### src/rtl/wb_pkg.sv
// Shared definitions for the writeback/commit stage: load-op encodings,
// FSM state type and the default reset PC.
package wb_pkg;

    localparam logic [2:0] LD_LB  = 3'd0;
    localparam logic [2:0] LD_LBU = 3'd1;
    localparam logic [2:0] LD_LH  = 3'd2;
    localparam logic [2:0] LD_LHU = 3'd3;
    localparam logic [2:0] LD_LW  = 3'd4;
    localparam logic [2:0] LD_LWL = 3'd5;
    localparam logic [2:0] LD_LWR = 3'd6;

    localparam logic [31:0] PC_INIT_DEFAULT = 32'hBFC0_0000;

    typedef enum logic [1:0] {
        StIdle,
        StWaitLd,
        StCommit
    } wb_state_e;

endpackage

### src/rtl/wb_load_fmt.sv
// Load data formatter: optional byte reversal of memory data, then byte/half
// selection with extension, or the LWL/LWR merge with the old rt value.
module wb_load_fmt
    import wb_pkg::*;
#(
    parameter int unsigned DATA_W         = 32,
    parameter bit          BIG_ENDIAN_MEM = 1'b1
) (
    input  logic [DATA_W-1:0] rdata,
    input  logic [2:0]        ld_op,
    input  logic [1:0]        addr_lo,
    input  logic              device,
    input  logic [DATA_W-1:0] rt,
    output logic [DATA_W-1:0] data
);

    logic [31:0] w;
    logic [7:0]  byte_sel;
    logic [15:0] half_sel;

    always_comb begin
        // Device space is already in CPU byte order.
        if (BIG_ENDIAN_MEM && !device) begin
            w = {rdata[7:0], rdata[15:8], rdata[23:16], rdata[31:24]};
        end else begin
            w = rdata;
        end
        byte_sel = w[{addr_lo, 3'b000} +: 8];
        half_sel = addr_lo[1] ? w[31:16] : w[15:0];

        data = '0;
        case (ld_op)
            LD_LB:  data = {{24{byte_sel[7]}}, byte_sel};
            LD_LBU: data = {24'h0, byte_sel};
            LD_LH:  data = {{16{half_sel[15]}}, half_sel};
            LD_LHU: data = {16'h0, half_sel};
            LD_LW:  data = w;
            LD_LWL: begin
                unique case (addr_lo)
                    2'd0: data = {w[7:0], rt[23:0]};
                    2'd1: data = {w[15:0], rt[15:0]};
                    2'd2: data = {w[23:0], rt[7:0]};
                    2'd3: data = w;
                endcase
            end
            LD_LWR: begin
                unique case (addr_lo)
                    2'd0: data = w;
                    2'd1: data = {rt[31:24], w[31:8]};
                    2'd2: data = {rt[31:16], w[31:16]};
                    2'd3: data = {rt[31:8], w[31:24]};
                endcase
            end
            default: data = '0;
        endcase
    end

endmodule

### src/rtl/wb_commit_stage.sv
// Writeback/commit stage: registers the MEM/WB bundle, waits for late load
// data, and emits one-cycle commit pulses to GPR, HI/LO and CP0.
module wb_commit_stage
    import wb_pkg::*;
#(
    parameter int unsigned     DATA_W         = 32,
    parameter int unsigned     RA_W           = 5,
    parameter int unsigned     PC_W           = 32,
    parameter logic [PC_W-1:0] PC_INIT        = PC_W'(PC_INIT_DEFAULT),
    parameter bit              BIG_ENDIAN_MEM = 1'b1,
    parameter int unsigned     CNT_W          = 32
) (
    input  logic                cpu_clk,
    input  logic                cpu_rst,
    input  logic                in_valid,
    output logic                in_ready,
    input  logic [PC_W-1:0]     in_pc,
    input  logic [RA_W-1:0]     in_wa,
    input  logic                in_wreg,
    input  logic                in_mreg,
    input  logic [2:0]          in_ld_op,
    input  logic [1:0]          in_addr_lo,
    input  logic                in_device,
    input  logic [DATA_W-1:0]   in_dreg,
    input  logic                in_whilo,
    input  logic [2*DATA_W-1:0] in_dhilo,
    input  logic                in_cp0_we,
    input  logic [RA_W-1:0]     in_cp0_waddr,
    input  logic [DATA_W-1:0]   in_cp0_wdata,
    input  logic                flush,
    input  logic                dm_rvalid,
    input  logic [DATA_W-1:0]   dm_rdata,
    output logic                wb_wreg_o,
    output logic [RA_W-1:0]     wb_wa_o,
    output logic [DATA_W-1:0]   wb_wd_o,
    output logic                wb_whilo_o,
    output logic [2*DATA_W-1:0] wb_hilo_o,
    output logic                cp0_we_o,
    output logic [RA_W-1:0]     cp0_waddr_o,
    output logic [DATA_W-1:0]   cp0_wdata_o,
    output logic [PC_W-1:0]     wb_pc_o,
    output logic                stall_o,
    output logic [CNT_W-1:0]    retire_cnt
);

    wb_state_e state_q;

    // Bundle held while a load waits for its data.
    logic [PC_W-1:0]     ld_pc_q;
    logic [RA_W-1:0]     ld_wa_q;
    logic                ld_wreg_q;
    logic [2:0]          ld_op_q;
    logic [1:0]          ld_addr_lo_q;
    logic                ld_device_q;
    logic [DATA_W-1:0]   ld_dreg_q;
    logic                ld_whilo_q;
    logic [2*DATA_W-1:0] ld_dhilo_q;
    logic                ld_cp0_we_q;
    logic [RA_W-1:0]     ld_cp0_waddr_q;
    logic [DATA_W-1:0]   ld_cp0_wdata_q;

    logic                wreg_q, whilo_q, cp0_we_q;
    logic [RA_W-1:0]     wa_q, cp0_waddr_q;
    logic [DATA_W-1:0]   wd_q, cp0_wdata_q;
    logic [2*DATA_W-1:0] hilo_q;
    logic [PC_W-1:0]     pc_q;
    logic [CNT_W-1:0]    cnt_q;

    logic                accept, waiting, do_commit;
    logic [DATA_W-1:0]   fmt_data;

    logic                c_wreg, c_whilo, c_cp0_we;
    logic [RA_W-1:0]     c_wa, c_cp0_waddr;
    logic [DATA_W-1:0]   c_wd, c_cp0_wdata;
    logic [2*DATA_W-1:0] c_hilo;
    logic [PC_W-1:0]     c_pc;

    assign waiting  = (state_q == StWaitLd);
    assign in_ready = !waiting;
    assign stall_o  = waiting;
    assign accept   = in_valid && in_ready && !flush;

    // Flush beats dm_rvalid; dm_rvalid outside WAIT_LD is ignored.
    assign do_commit = waiting ? (dm_rvalid && !flush) : (accept && !in_mreg);

    wb_load_fmt #(
        .DATA_W         (DATA_W),
        .BIG_ENDIAN_MEM (BIG_ENDIAN_MEM)
    ) u_load_fmt (
        .rdata   (dm_rdata),
        .ld_op   (ld_op_q),
        .addr_lo (ld_addr_lo_q),
        .device  (ld_device_q),
        .rt      (ld_dreg_q),
        .data    (fmt_data)
    );

    always_comb begin
        c_wreg      = in_wreg;
        c_wa        = in_wa;
        c_wd        = in_dreg;
        c_whilo     = in_whilo;
        c_hilo      = in_dhilo;
        c_cp0_we    = in_cp0_we;
        c_cp0_waddr = in_cp0_waddr;
        c_cp0_wdata = in_cp0_wdata;
        c_pc        = in_pc;
        if (waiting) begin
            c_wreg      = ld_wreg_q;
            c_wa        = ld_wa_q;
            c_wd        = fmt_data;
            c_whilo     = ld_whilo_q;
            c_hilo      = ld_dhilo_q;
            c_cp0_we    = ld_cp0_we_q;
            c_cp0_waddr = ld_cp0_waddr_q;
            c_cp0_wdata = ld_cp0_wdata_q;
            c_pc        = ld_pc_q;
        end
    end

    always_ff @(posedge cpu_clk) begin
        if (cpu_rst) begin
            state_q     <= StIdle;
            wreg_q      <= 1'b0;
            whilo_q     <= 1'b0;
            cp0_we_q    <= 1'b0;
            wa_q        <= '0;
            wd_q        <= '0;
            hilo_q      <= '0;
            cp0_waddr_q <= '0;
            cp0_wdata_q <= '0;
            pc_q        <= PC_INIT;
            cnt_q       <= '0;
        end else begin
            wreg_q   <= 1'b0;
            whilo_q  <= 1'b0;
            cp0_we_q <= 1'b0;

            if (accept) begin
                ld_pc_q        <= in_pc;
                ld_wa_q        <= in_wa;
                ld_wreg_q      <= in_wreg;
                ld_op_q        <= in_ld_op;
                ld_addr_lo_q   <= in_addr_lo;
                ld_device_q    <= in_device;
                ld_dreg_q      <= in_dreg;
                ld_whilo_q     <= in_whilo;
                ld_dhilo_q     <= in_dhilo;
                ld_cp0_we_q    <= in_cp0_we;
                ld_cp0_waddr_q <= in_cp0_waddr;
                ld_cp0_wdata_q <= in_cp0_wdata;
            end

            if (do_commit) begin
                wreg_q      <= c_wreg;
                wa_q        <= c_wa;
                wd_q        <= c_wd;
                whilo_q     <= c_whilo;
                hilo_q      <= c_hilo;
                cp0_we_q    <= c_cp0_we;
                cp0_waddr_q <= c_cp0_waddr;
                cp0_wdata_q <= c_cp0_wdata;
                pc_q        <= c_pc;
                cnt_q       <= cnt_q + 1'b1;
            end

            unique case (state_q)
                StIdle, StCommit: begin
                    if (accept) state_q <= in_mreg ? StWaitLd : StCommit;
                    else        state_q <= StIdle;
                end
                StWaitLd: begin
                    if (flush)          state_q <= StIdle;
                    else if (dm_rvalid) state_q <= StCommit;
                end
                default: state_q <= StIdle;
            endcase
        end
    end

    assign wb_wreg_o   = wreg_q;
    assign wb_wa_o     = wa_q;
    assign wb_wd_o     = wd_q;
    assign wb_whilo_o  = whilo_q;
    assign wb_hilo_o   = hilo_q;
    assign cp0_we_o    = cp0_we_q;
    assign cp0_waddr_o = cp0_waddr_q;
    assign cp0_wdata_o = cp0_wdata_q;
    assign wb_pc_o     = pc_q;
    assign retire_cnt  = cnt_q;

endmodule

### config.mk
export PLATFORM = sky130hd
export DESIGN_NAME = wb_commit_stage
export DESIGN_NICKNAME = d
export VERILOG_FILES = /design/src/rtl/wb_pkg.sv /design/src/rtl/wb_load_fmt.sv /design/src/rtl/wb_commit_stage.sv
export SDC_FILE = /design/constraint.sdc
export NUM_CORES = 1
export LEC_CHECK = 0
export ABC_AREA = 1
export CAP_MARGIN = 20
export CELL_PAD_IN_SITES_DETAIL_PLACEMENT = 1
export CELL_PAD_IN_SITES_GLOBAL_PLACEMENT = 1
export CORE_AREA = 4 4 220 265
export CTS_CLUSTER_SIZE = 30
export DETAILED_ROUTE_END_ITERATION = 8
export DIE_AREA = 0 0 224 269
export GPL_ROUTABILITY_DRIVEN = 0
export PLACE_DENSITY = 0.81
export SETUP_SLACK_MARGIN = 0.15
export SYNTH_ARGS = -nofsm -noshare
export SYNTH_HDL_FRONTEND = slang
export SYNTH_HIERARCHICAL = 1
export SYNTH_SLANG_ARGS = --single-unit
### constraint.sdc
create_clock -name cpu_clk -period 43.5 [get_ports cpu_clk]
set_clock_uncertainty 0.2 [all_clocks]
set_input_delay 10.875 -clock cpu_clk [delete_from_list [all_inputs] [get_ports cpu_clk]]
set_output_delay 10.875 -clock cpu_clk [all_outputs]
set_load 0.02 [all_outputs]
==> results.yml <==
global_route:
  grt_usage: 0.213
  grt_pass1_wl_um: 102000
  globalRouteOverflowTotal: 0
  top_usage_layer: "met2"
  met3_usage: 0.0669
  use_met1: 0.243
  grt_max_degree: 137
  antenna_found_initial: 4
  grt_pass1_vias: 17600
  use_met2: 0.380
cells_and_area:
  finalCoreUtilization: 0.417
  nets: 2631
  n_fill_cell: 6520
  area_growth_pct: 36.1
  layout_commonest_cell: "nand2_1"
  drive_gt1_frac: 0.0503
  fin_area_mm2: 0.0232
  final_cell_mix: "nand2_1 (747), clkdlybuf4s50_1 (423), o21ai_0 (224), dfxtp_1 (207), edfxtp_1 (179)"
clock_network:
  numCtsBuffers: 43
  post_cts_resized: 0
  cts_sinks: 386
  htreeDepth: 2
  clk_pin_slew_ps: 60
  cts_setup_buffers: 0
  cts_tree: "done"
  clk_path_buf_depth: 3
  cts_root_buf: "clkbuf_16"
  clock_latency_ps: 560
  ctsHoldBuffers: 0
setup_path:
  cp.required_ps: 43780
  cp_slowest_cell: "buf_4"
  crit_cells: 10
  crit_fanout: 116
  crit_chain: "clkdlybuf4s50_1 > nor2_1 > nand3_1 > nand2_8 > buf_4 > buf_12 > buf_4 > buf_16 > o21ai_0 > a31oi_1"
  crit_family: "buffers and inverters"
  slowest_delay_ps: 580
  cp_common_cell: "buf_4"
  crit_type: "input pin to flip-flop"
  cp_num_buf_inv: 5
  crit_path_end_kind: "flip-flop"
  arrival_ps: 14640
  critPathLaunchType: "input pin"
  worstRegToRegCells: 10
worst_hold_path:
  hold_path_depth: 2
  hp-class: "flip-flop to flip-flop"
sta:
  final_hold_viol_count: 0
  max_clock_freq_ghz: 0.0697
  final.setup.tns_ps: 0
  worst_slew_pin_slew_ps: 1090
  maxSlewHeadroom: 0.271
  rsz0062_at_grt: "no"
  post-route-min-period_ps: 14350
  timing.hold.ws_ps: 291
  drv_slew: 0
  final-setup-viol-count: 0
  finalCritPeriodShare: 0.330
logic_synthesis:
  yosys.area.top_type_share: 0.315
  synth_nets: 2277
  yosys.area_share.simple: 0.237
  synth_edf_count: 179
  yosysSeqAreaShare: 0.558
  synth_compound_area_frac: 0.147
  synth_area_leaders: "edfxtp_1 (31%), dfxtp_1 (24%), nand2_1 (16%)"
  avgSynthCellArea_um2: 8.29
  synth_xor_area_frac: 0.00154
  syn_inst: 2059
  ys_seq_elements: 386
  synth_top_family_by_area: "simple AND/OR/NAND/NOR gates"
  yosys.area.top_type: "edfxtp_1"
  async_reset_ff_frac: 0
  synth-main-ff-cell: "dfxtp_1"
  synthAdderAreaFrac: 0.000733
  ys_warn_count: 6
  synth.mux.area_fraction: 0
  synthDistinctLibCells: 45
  netlist_area_mm2: 0.0171
detailed_routing:
  wirelength_um: 66900
  drc: 0
  antenna_left: 0
  firstDrtPassIters: 5
  vias: 16400
  wl_per_cell_um: 21.1
  detail_route.vias_per_cell: 5.18
  drt_iter0_drc: 1021
floorplan:
  rows: 95
  fp.dieW_um: 224
  die_h_um: 269
  start_util: 0.306
  core_area_mm2: 0.0557
  dieArea_mm2: 0.0603
  ios: 424
run_status:
  run_status: "completed"
power:
  ir_drop_mv: 0.0360
  p_leak_nw: 8.85
  total_power_w: 0.000869
  powerDensity_mw_per_mm2: 37.4
placement:
  dpl-instance-area_mm2: 0.0218
  place_hpwl_um: 46200
  port_buffers: 423
flow_run:
  cap_violations: 0
path summary, 6_finish.rpt:
path	endpoint	start	slack, ps
max	wb_hilo_o[6]$_SDFFE_PP0P_	flush	29150
min	wb_pc_o[22]$_SDFFE_PP1P_	wb_pc_o[22]$_SDFFE_PP1P_	290
max reg2reg	wb_hilo_o[6]$_SDFFE_PP0P_	state_q[0]$_SDFFE_PP0P_	38740
min reg2reg	wb_pc_o[22]$_SDFFE_PP1P_	wb_pc_o[22]$_SDFFE_PP1P_	290
area by class of cell:
class | instances | area, um^2 | share of cell area
sequential | 386 | 9520 | 0.410
multi-input combinational | 1448 | 6630 | 0.285
timing repair buffer | 441 | 4420 | 0.190
clock buffer | 59 | 1240 | 0.0533
tap | 727 | 910 | 0.0392
inverter | 93 | 363 | 0.0156
clock inverter | 20 | 145 | 0.00625
antenna | 2 | 5.00 | 0.000215
sequential cells by signal (all words and copies together), names as in the netlist:
signal	count
ld_cp0_wdata_q	32
ld_dhilo_q	64
wb_pc_o	32
ld_op_q	3
cp0_wdata_o	32
cp0_waddr_o	5
wb_whilo_o	1
ld_cp0_waddr_q	5
wb_wa_o	5
ld_wa_q	5
cp0_we_o	1
ld_pc_q	32
retire_cnt	32
state_q	2
ld_whilo_q	1
wb_wreg_o	1
wb_wd_o	32
ld_dreg_q	32
ld_cp0_we_q	1
ld_device_q	1
ld_addr_lo_q	2
ld_wreg_q	1
wb_hilo_o	64
routing by layer:
layer  wire length, um  vias up
met5                34        -
met2             33500      581
met1             25600     8058
met3              5700      120
li1                  -     7685
met4              2030        4
cells in the mapped netlist, types with 2 or more instances:
master and n:
nand2_1 747, o21ai_0 224, dfxtp_1 207, edfxtp_1 179, a31oi_1 162, nor2_1 107
inv_1 85, nand3_1 85, clkbuf_1 70, buf_2 50, a21oi_1 46, nand4_1 13
nand3_2 9, o21ai_1 7, buf_4 6, nand2_2 6, nor2_2 6, nor3_1 5
inv_2 4, o211ai_1 4, buf_6 3, nor2_4 3, a21boi_0 2, a22oi_1 2
and3_1 2, buf_1 2, inv_4 2, nor2_8 2, o21bai_1 2, xnor2_1 2
per-stage QoR:
stage	cells	setup WS, ps
3_5_place_dp	3092	28190
4_1_cts	3171	28670
2_1_floorplan	2059	14080
3_3_place_gp	3092	28430
6_report	3176	29150
5_1_grt	3175	28880
cell families (layout without fill, tap and decap cells):
logic type / after synthesis / in the layout
buf+inv: 225 / 613
flops: 386 / 386
compound gates: 453 / 453
other cells: 0 / 2
simple gates: 991 / 991
xor+xnor: 3 / 3
fa+ha+maj: 1 / 1
worst register-to-register path, delay by kind of cell (launching register included):
kind                   cells  cell delay (ps)
and+or+nand+nor            3             1210
buffers and inverters      5             2350
AOI/OAI and AO/OA          2              500
DFF                        1              420
report_power, final:
part           internal [W]  switching (W)  total, W
Sequential         0.000395     0.00000785  0.000403
Combinational     0.0000465      0.0000616  0.000108
Clock              0.000206       0.000152  0.000358
No activity file was read; power rests on OpenSTA's default activity.
